[config.mk]
export PLATFORM = sky130hd
export DESIGN_NAME = exp_norm_scheduler_flat
export DESIGN_NICKNAME = d
export VERILOG_FILES = /design/src/rtl/exp_norm_scheduler_if.sv /design/src/rtl/exp_norm_scheduler.sv /design/src/flat_wrapper.sv
export SDC_FILE = /design/constraint.sdc
export NUM_CORES = 1
export LEC_CHECK = 0
export CAP_MARGIN = 20
export CORE_ASPECT_RATIO = 2
export CORE_MARGIN = 4
export CORE_UTILIZATION = 54
export DETAILED_ROUTE_END_ITERATION = 12
export HOLD_SLACK_MARGIN = 0.1
export PLACE_DENSITY_LB_ADDON = 0.12
export SYNTH_ARGS = -nofsm -noshare
export SYNTH_HDL_FRONTEND = slang
export SYNTH_SLANG_ARGS = --single-unit
[constraint.sdc]
create_clock -name clk -period 6.33 [get_ports clk]
set_input_delay 0.9495 -clock clk [delete_from_list [all_inputs] [get_ports clk]]
set_output_delay 0.9495 -clock clk [all_outputs]
set_load 0.005 [all_outputs]
[src/rtl/exp_norm_scheduler_if.sv]
// ---------------------------------------------------------------------------
// exp_norm_scheduler_if
//   Bundles the lane-exponent input stream and the group-result output
//   stream of exp_norm_scheduler.
//
//   Handshake: a beat transfers on the rising clock edge where valid and ready
//   are both high. A producer keeps valid and its payload stable until that
//   edge. ready may depend on state but never on the same-cycle valid.
//
//   Modports
//     master : environment side. Drives in_valid/in_exp/in_last and out_ready.
//              Receives in_ready and the result fields.
//     slave  : scheduler side. The directions are the reverse of master.
//
//   Signals
//     in_valid, in_ready, in_exp[expWidth], in_last   lane exponent stream
//     out_valid, out_ready, max_exp[expWidth],
//     exp_offset_num[4*expWidth], out_last            group result stream
//     blk_max_exp[expWidth]  present only when EXP_SCHED_BLOCK_MAX_EN is defined
// ---------------------------------------------------------------------------
interface exp_norm_scheduler_if #(
  parameter int expWidth = 3
);
  logic                  in_valid;
  logic                  in_ready;
  logic [expWidth-1:0]   in_exp;
  logic                  in_last;
  logic                  out_valid;
  logic                  out_ready;
  logic [expWidth-1:0]   max_exp;
  logic [4*expWidth-1:0] exp_offset_num;
  logic                  out_last;
`ifdef EXP_SCHED_BLOCK_MAX_EN
  logic [expWidth-1:0]   blk_max_exp;

  modport master (
    output in_valid, in_exp, in_last, out_ready,
    input  in_ready, out_valid, max_exp, exp_offset_num, out_last, blk_max_exp
  );

  modport slave (
    input  in_valid, in_exp, in_last, out_ready,
    output in_ready, out_valid, max_exp, exp_offset_num, out_last, blk_max_exp
  );
`else
  modport master (
    output in_valid, in_exp, in_last, out_ready,
    input  in_ready, out_valid, max_exp, exp_offset_num, out_last
  );

  modport slave (
    input  in_valid, in_exp, in_last, out_ready,
    output in_ready, out_valid, max_exp, exp_offset_num, out_last
  );
`endif
endinterface

[src/rtl/exp_norm_scheduler.sv]
// ---------------------------------------------------------------------------
// exp_norm_scheduler
//   Sequences the 4-lane block-exponent normalizer. The module collects one
//   exponent per input handshake into a 4-lane group. It then computes the
//   group max and the per-lane offsets (max - lane). It presents the result
//   until the downstream accepts it. It counts groups per block and flags
//   the last group.
//
//   Parameters
//     expWidth  exponent width (unsigned)
//     GROUPS    groups per block (>= 1)
//
//   Ports
//     clk          clock. All state changes on the rising edge.
//     rst          asynchronous reset, active-high
//     bus          exp_norm_scheduler_if.slave. Carries both the lane and
//                  result streams.
//     dbg_state    current FSM state (0 FILL, 1 CALC, 2 HOLD)
//     dbg_grp_cnt  group index within the current block
//
//   Optional feature (macro EXP_SCHED_BLOCK_MAX_EN)
//     Adds bus.blk_max_exp, the running max of max_exp over the block. It is
//     updated in CALC and is final while out_valid && out_last. It is cleared
//     after the out_last handshake.
//
//   Flow: FILL (accept lanes) -> CALC (one cycle) -> HOLD (present result)
//   -> FILL. Groups never overlap. in_ready is low outside FILL and
//   out_ready is ignored outside HOLD.
// ---------------------------------------------------------------------------
module exp_norm_scheduler #(
  parameter int expWidth = 3,
  parameter int GROUPS   = 8
) (
  input  logic                   clk,
  input  logic                   rst,
  exp_norm_scheduler_if.slave    bus,
  output logic [1:0]             dbg_state,
  output logic [((GROUPS > 1) ? $clog2(GROUPS) : 1)-1:0] dbg_grp_cnt
);

  localparam int CNT_W = (GROUPS > 1) ? $clog2(GROUPS) : 1;
  localparam int OFF_W = 4 * expWidth;

  typedef enum logic [1:0] {
    S_FILL = 2'd0,
    S_CALC = 2'd1,
    S_HOLD = 2'd2
  } state_t;

  state_t state;
  state_t state_nxt;

  logic [expWidth-1:0] lane_q [4];
  logic [1:0]          lane_cnt;
  logic [CNT_W-1:0]    grp_cnt;
  logic                last_q;      // in_last seen on the closing lane

  logic [expWidth-1:0] max_q;
  logic [OFF_W-1:0]    off_q;
  logic                out_last_q;

  logic                in_xfer;
  logic                out_xfer;
  logic                close_grp;
  logic                grp_end;
  logic [expWidth-1:0] calc_max;
  logic [OFF_W-1:0]    calc_off;

  // ---------------------------------------------------------------------
  // Handshake decode
  // ---------------------------------------------------------------------
  // in_ready is gated by rst directly. This keeps it low during the whole
  // reset pulse, not only after the state register clears.
  assign bus.in_ready  = (state == S_FILL) && !rst;
  assign bus.out_valid = (state == S_HOLD);

  assign in_xfer   = bus.in_valid && bus.in_ready;
  assign out_xfer  = bus.out_valid && bus.out_ready;
  assign close_grp = in_xfer && ((lane_cnt == 2'd3) || bus.in_last);
  assign grp_end   = (grp_cnt == CNT_W'(GROUPS - 1));

  // ---------------------------------------------------------------------
  // Normalization datapath
  // ---------------------------------------------------------------------
  // Lanes that the group did not fill hold 0. They are cleared after every
  // output handshake and on reset, so no padding logic is needed here.
  always_comb begin
    calc_max = lane_q[0];
    calc_off = '0;
    for (int i = 1; i < 4; i++) begin
      if (lane_q[i] > calc_max) begin
        calc_max = lane_q[i];
      end
    end
    // calc_max >= every lane, so each difference fits in expWidth bits.
    for (int i = 0; i < 4; i++) begin
      calc_off[i*expWidth +: expWidth] = calc_max - lane_q[i];
    end
  end

  // ---------------------------------------------------------------------
  // FSM
  // ---------------------------------------------------------------------
  always_ff @(posedge clk or posedge rst) begin
    if (rst) begin
      state <= S_FILL;
    end else begin
      state <= state_nxt;
    end
  end

  always_comb begin
    state_nxt = state;
    case (state)
      S_FILL: begin
        if (close_grp) begin
          state_nxt = S_CALC;
        end
      end
      S_CALC: begin
        state_nxt = S_HOLD;
      end
      S_HOLD: begin
        if (bus.out_ready) begin
          state_nxt = S_FILL;
        end
      end
      default: begin
        state_nxt = S_FILL;
      end
    endcase
  end

  // ---------------------------------------------------------------------
  // Lane capture, group counting and result registers
  // ---------------------------------------------------------------------
  always_ff @(posedge clk or posedge rst) begin
    if (rst) begin
      for (int i = 0; i < 4; i++) begin
        lane_q[i] <= '0;
      end
      lane_cnt   <= '0;
      grp_cnt    <= '0;
      last_q     <= 1'b0;
      max_q      <= '0;
      off_q      <= '0;
      out_last_q <= 1'b0;
    end else begin
      if (in_xfer) begin
        lane_q[lane_cnt] <= bus.in_exp;
        lane_cnt         <= lane_cnt + 2'd1;
        last_q           <= bus.in_last;
      end

      if (state == S_CALC) begin
        max_q      <= calc_max;
        off_q      <= calc_off;
        out_last_q <= last_q || grp_end;
      end

      if (out_xfer) begin
        for (int i = 0; i < 4; i++) begin
          lane_q[i] <= '0;
        end
        lane_cnt <= '0;
        last_q   <= 1'b0;
        grp_cnt  <= out_last_q ? '0 : grp_cnt + CNT_W'(1);
      end
    end
  end

  assign bus.max_exp        = max_q;
  assign bus.exp_offset_num = off_q;
  assign bus.out_last       = out_last_q;

`ifdef EXP_SCHED_BLOCK_MAX_EN
  // ---------------------------------------------------------------------
  // Running block max. It folds in each group's max as that group is
  // computed, so it already includes the last group when out_last is shown.
  // ---------------------------------------------------------------------
  logic [expWidth-1:0] blk_max_q;

  always_ff @(posedge clk or posedge rst) begin
    if (rst) begin
      blk_max_q <= '0;
    end else if (state == S_CALC) begin
      blk_max_q <= (calc_max > blk_max_q) ? calc_max : blk_max_q;
    end else if (out_xfer && out_last_q) begin
      blk_max_q <= '0;
    end
  end

  assign bus.blk_max_exp = blk_max_q;
`endif

  assign dbg_state   = state;
  assign dbg_grp_cnt = grp_cnt;

endmodule

[src/flat_wrapper.sv]
// flat-port wrapper written by rule: the top's interface ports become plain ports
module exp_norm_scheduler_flat 
#(
  parameter int expWidth = 3,
  parameter int GROUPS   = 8
)
  (clk, rst, dbg_state, dbg_grp_cnt, bus_in_valid, bus_in_exp, bus_in_last, bus_out_ready, bus_in_ready, bus_out_valid, bus_max_exp, bus_exp_offset_num, bus_out_last);
  exp_norm_scheduler_if #(.expWidth(expWidth)) bus_i ();
  input  logic clk;
  input  logic rst;
  output logic [1:0] dbg_state;
  output logic [((GROUPS > 1) ? $clog2(GROUPS) : 1)-1:0] dbg_grp_cnt;
  input wire logic [$bits(bus_i.in_valid)-1:0] bus_in_valid;
  input wire logic [$bits(bus_i.in_exp)-1:0] bus_in_exp;
  input wire logic [$bits(bus_i.in_last)-1:0] bus_in_last;
  input wire logic [$bits(bus_i.out_ready)-1:0] bus_out_ready;
  output wire logic [$bits(bus_i.in_ready)-1:0] bus_in_ready;
  output wire logic [$bits(bus_i.out_valid)-1:0] bus_out_valid;
  output wire logic [$bits(bus_i.max_exp)-1:0] bus_max_exp;
  output wire logic [$bits(bus_i.exp_offset_num)-1:0] bus_exp_offset_num;
  output wire logic [$bits(bus_i.out_last)-1:0] bus_out_last;
  assign bus_i.in_valid = bus_in_valid;
  assign bus_i.in_exp = bus_in_exp;
  assign bus_i.in_last = bus_in_last;
  assign bus_i.out_ready = bus_out_ready;
  assign bus_in_ready = bus_i.in_ready;
  assign bus_out_valid = bus_i.out_valid;
  assign bus_max_exp = bus_i.max_exp;
  assign bus_exp_offset_num = bus_i.exp_offset_num;
  assign bus_out_last = bus_i.out_last;
  exp_norm_scheduler #(.expWidth(expWidth), .GROUPS(GROUPS)) u_core (.clk(clk), .rst(rst), .bus(bus_i), .dbg_state(dbg_state), .dbg_grp_cnt(dbg_grp_cnt));
endmodule
; ---- Yosys cells after proc, flatten, opt, wreduce, memory -nomap -nowiden
; Cells that the tools add are included.
[word_totals]
reg_bits = 36
inputBits = 8
[classes]
add_sub_neg = 6
n_lt_le_gt_ge = 5
n_eq_ne = 6
n_mux = 16
bitwise = 1
n_reduce_logical = 11
[op_table]
columns = op, count
row1 = $mux W12, 2
row2 = $mux W3, 5
row3 = $bwmux W12, 1
row4 = $sub A3 B3 Y3, 4
row5 = $gt A3 B3 Y1, 3
row6 = $mux W2, 4
row7 = $demux W3 S2, 1
row8 = $pmux W2 S3, 1
row9 = $logic_and A1 B1 Y1, 5
row10 = $eq A2 B2 Y1 const B, 2
row11 = $add A3 B1 Y3 const B, 1
row12 = $eq A3 B3 Y1 const B, 1
row13 = $ge A3 B3 Y1 const B, 1
row14 = $lt A3 B1 Y1 const B, 1
row15 = $not A2 Y3, 1
row16 = $add A2 B1 Y2 const B, 1
row17 = $eq A2 B1 Y1 const B, 1
row18 = $logic_not A2 Y1, 1
row19 = $logic_or A1 B1 Y1, 2
row20 = $mux W1, 2
row21 = $ne A2 B1 Y1 const B, 1
row22 = $ne A2 B2 Y1 const B, 1
row23 = $reduce_and A2 Y1, 1
row24 = $reduce_bool A2 Y1, 1
row25 = $logic_not A1 Y1, 1

; ---- Depth between registers and ports, before layout
[depth]
depth_word = 8
depth_mapped = 22

; ---- Worst setup path after synthesis
; Ideal clock, no wire load.
[synth_timing]
path_kind = reg2reg
start = register u_core.lane_q[10] (netlist bit)
end = register u_core.off_q[2] (netlist: u_core.bus.exp_offset_num[2])
setup_time_ps = 131
arrival_time_ps = 4820
required_ps = 6199
setup_slack_ps = 1379
path_stages_with_launch = 22
path_buffers = 0
period_less_slack_ps = 4951
cell_sequence = dfrtp_1 > inv_1 > ha_1 > and3_1 > a211oi_1 > mux2_2 > ha_1 > nand3b_1 > a32oi_1 > mux2i_1 > ha_1 > nor2b_1 > o21a_1 > o21ai_0 > mux2i_1 > ha_1 > inv_1 > fa_1 > xor2_1 > nand2_1 > a311oi_1 > a211oi_1
[synth_via]
elab_chain_cells = 7
[synth_rtl]
columns = item, line_no
row1 = start: declaration, exp_norm_scheduler.sv:53  ; logic [expWidth-1:0] lane_q [4];
row2 = start signal: indexed assignment, exp_norm_scheduler.sv:150  ; lane_q[lane_cnt] <= bus.in_exp;
row3 = $gt A3 B3 Y1, exp_norm_scheduler.sv:91  ; if (lane_q[i] > calc_max) begin
row4 = $mux W3, exp_norm_scheduler.sv:91
row5 = $gt A3 B3 Y1, exp_norm_scheduler.sv:91
row6 = $mux W3, exp_norm_scheduler.sv:91
row7 = $gt A3 B3 Y1, exp_norm_scheduler.sv:91
row8 = $mux W3, exp_norm_scheduler.sv:91
row9 = $sub A3 B3 Y3 (*), exp_norm_scheduler.sv:97  ; calc_off[i*expWidth +: expWidth] = calc_max - lane_q[i];
row10 = end signal: assignment, exp_norm_scheduler.sv:157  ; off_q <= calc_off;
row11 = end: declaration, exp_norm_scheduler.sv:59  ; logic [OFF_W-1:0] off_q;
; Every way passes the cells marked *; elsewhere a longest branch is shown, timed or not.
; A chain may end at the register's enable or synchronous reset.

; ---- Final worst setup path
[layout_timing]
start = register u_core.lane_q[6] (netlist bit)
end = register u_core.off_q[2] (netlist: u_core.bus.exp_offset_num[2])
[layout_via]
elab_chain_cells = 7
[layout_rtl]
columns = item, line_no
row1 = $gt A3 B3 Y1, exp_norm_scheduler.sv:91
row2 = $mux W3 (*), exp_norm_scheduler.sv:91
row3 = $gt A3 B3 Y1, exp_norm_scheduler.sv:91
row4 = $mux W3 (*), exp_norm_scheduler.sv:91
row5 = $gt A3 B3 Y1, exp_norm_scheduler.sv:91
row6 = $mux W3 (*), exp_norm_scheduler.sv:91
row7 = $sub A3 B3 Y3 (*), exp_norm_scheduler.sv:97
; Marked as above.

==> impl_metrics.py <==
metrics = {
    "run_status": {
        "status": "completed",
    },
    "routing": {
        "firstDrtPassIters": 4,
        "drt-wirelength-per-cell_um": 14.6,
        "drt-initial-drc-count": 31,
        "vias": 1800,
        "drt_wl_total_um": 4780,
        "drc_errors": 0,
        "vias_per_cell": 5.50,
        "postRouteAntennaNets": 0,
    },
    "clock_tree": {
        "cts_tree": "yes",
        "hold_buffers": 0,
        "htree_levels": 2,
        "cts_root_buffer": "clkbuf_8",
        "cts_inserted_buffers": 5,
        "postCtsSetupRepairBufs": 0,
        "clockBufferDepth": 2,
        "insertion_delay_ns": 0.29,
        "clkTransAtPathRegs_ns": 0.08,
        "cts_resized": 0,
        "clock-sinks": 36,
    },
    "yosys": {
        "ys_seq_elements": 36,
        "syn-cell-area_um2": 2200,
        "synthCells": 243,
        "synth.avg_cell_area_um2": 9.04,
        "yosys.area.top_type": "dfrtp_1",
        "yosysMostFrequentCell": "nand2_1",
        "synth_fp_nets": 274,
        "synth.area.top_cells": "dfrtp_1 41%, ha_1 11%, nand2_1 9.2%",
        "synth_edf_count": 0,
        "synth_commonest_cells": "54 x nand2_1, 36 x dfrtp_1, 19 x ha_1, 19 x inv_1, 16 x a21oi_1",
        "yosys_warnings": 0,
        "synth_top_area_share_pct": 41.0,
        "synthFlopType": "dfrtp_1",
        "ys_types": 37,
        "async_flop_share_pct": 100,
        "seq_area_frac_synth_pct": 41.0,
    },
    "global_route": {
        "grt_pass1_vias": 1869,
        "grt_pass1_wl_um": 8150,
        "grt_use_total_pct": 21.2,
        "grt_max_degree": 37,
        "grt_overflow": 0,
        "antenna_found_initial": 0,
    },
    "place": {
        "placement.cell_area_um2": 2550,
        "dp_hpwl_um": 3870,
        "portBuffers": 30,
        "routabilityCongestion": 0.922,
    },
    "floorplanning": {
        "fp.dieW_um": 53.1,
        "core_area_um2": 3880,
        "start_util_pct": 56.6,
        "fp.dieH_um": 98.2,
        "fp.dieArea_um2": 5220,
        "fp-row-count": 32,
        "pin_count": 31,
    },
    "finish": {
        "final_area_um2": 2650,
        "antennaDiodeCount": 0,
        "utilization_pct": 68.2,
        "drive_above_1_share_pct": 6.88,
        "area_growth_pct": 20.6,
        "nets": 306,
    },
    "timing": {
        "setup_viol": 0,
        "rsz0062_at_grt": "false",
        "timing.setup.tns_ns": 0,
        "final_hold_viol_count": 0,
        "tightest_slew_ns": 0.678,
        "slew_viol_final": 0,
        "timing.final.crit_share_pct": 87.0,
        "period_minus_slack_ns": 5.51,
        "fmax_mhz": 182,
        "clock_skew_ns": 0.00857,
        "max_slew_margin_pct": 54.8,
    },
    "worst_setup_path": {
        "end_kind": "register",
        "cp.arrival_ns": 5.68,
        "path_class": "register to register",
        "path_max_fanout": 4,
        "worstSetupStartpointType": "register",
        "rrSetupSlack_ns": 0.82,
        "required_ns": 6.50,
    },
    "hold_path": {
        "hp-class": "register to register",
    },
    "run": {
        "maxCapViolCount": 0,
    },
}
==> cells in the final DEF, fill, tap and decap left out, types with 2 or more instances in the layout <==
master,synthesis,final
o21ai_0,12,12
nand3b_1,3,3
mux2i_1,3,3
inv_1,19,19
fa_1,4,4
a311oi_1,3,3
nand2b_1,2,2
xor2_1,3,3
dfrtp_1,36,36
nor2b_1,3,3
a21o_1,2,2
mux2_4,2,2
ha_1,19,19
nor2_1,9,9
nand3_1,15,15
clkdlybuf4s50_1,0,30
o31ai_1,3,3
a211oi_1,4,4
nand2_1,54,54
clkbuf_8,0,6
and2_1,2,2
o31a_1,2,2
o21a_1,2,2
nor3_1,5,5
buf_4,0,4
a21oi_1,16,16
==> per-layer routing <==
metal | wire [um] | vias to the layer above | track usage, % | share of wire [%]
met5 | 0 | - | 0 | 0
met4 | 242 | 0 | 15.2 | 5.1
met3 | 125 | 17 | 3.36 | 2.6
met2 | 2800 | 42 | 37.8 | 59
met1 | 1610 | 849 | 20.4 | 34
li1 | - | 892 | - | -
==> metrics by stage <==
stage / instances / setup WS [ns] / hold WS, ns
2_1_floorplan: 243 / 1.38 / 0.466
3_3_place_gp: 319 / 0.912 / 0.457
3_5_place_dp: 319 / 0.798 / 0.470
4_1_cts: 327 / 0.787 / 0.491
5_1_grt: 327 / 0.273 / 0.523
6_report: 327 / 0.825 / 0.480
==> area by class of cell <==
class                      instances  area, um^2
tap                               51        63.8
fill                             344        1230
clock inverter                     2        13.8
sequential                        36         901
multi-input combinational        179        1190
clock buffer                       6        82.6
timing repair buffer              34         330
inverter                          19        71.3
==> registers in the layout, indices dropped and copies added, names as in the netlist <==
register / cells
u_core.bus.exp_offset_num: 12
u_core.bus.max_exp: 3
u_core.bus.out_last: 1
u_core.dbg_grp_cnt: 3
u_core.dbg_state: 2
u_core.lane_cnt: 2
u_core.lane_q: 12
u_core.last_q: 1
==> kinds of logic (layout without fill, tap and decap cells) <==
family	count (synthesis)	count (layout)	synth area share, %
simple gates	96	96	19.5
mux	6	6	3.25
buf+inv	28	61	4.95
compound gates	51	51	15.6
flops	36	36	41.0
fa+ha+maj	23	23	14.5
xor+xnor	3	3	1.20
==> worst paths after layout <==
check                                                     startpoint                                   endpoint  cells after the start
setup / recovery                        u_core.lane_q[6]$_DFFE_PP0P_   u_core.bus.exp_offset_num[2]$_DFFE_PP0N_                     21
hold / removal             u_core.bus.exp_offset_num[10]$_DFFE_PP0N_  u_core.bus.exp_offset_num[10]$_DFFE_PP0N_                      2
setup reg to reg                        u_core.lane_q[6]$_DFFE_PP0P_   u_core.bus.exp_offset_num[2]$_DFFE_PP0N_                     21
hold reg to reg            u_core.bus.exp_offset_num[10]$_DFFE_PP0N_  u_core.bus.exp_offset_num[10]$_DFFE_PP0N_                      2
max in group asynchronous                                        rst   u_core.bus.exp_offset_num[5]$_DFFE_PP0N_                      3
min in group asynchronous                                        rst   u_core.bus.exp_offset_num[3]$_DFFE_PP0N_                      3
==> critical path, stage by stage, from the launching register on <==
cell and delay (ns):
dfrtp_1 0.43, inv_1 0.07, ha_1 0.29, and3_1 0.18
a211oi_1 0.31, mux2_2 0.40, ha_1 0.18, nand3b_1 0.17
a32oi_1 0.30, mux2i_1 0.34, ha_1 0.30, nor2b_1 0.14
o21a_1 0.20, o21ai_0 0.42, mux2i_1 0.41, ha_1 0.24
inv_1 0.06, fa_1 0.38, xor2_1 0.20, nand2_1 0.08
a311oi_1 0.20, a211oi_1 0.08
Power is not shown: default switching activity piles up to over one toggle a cycle in this logic, so the estimate is an artifact.
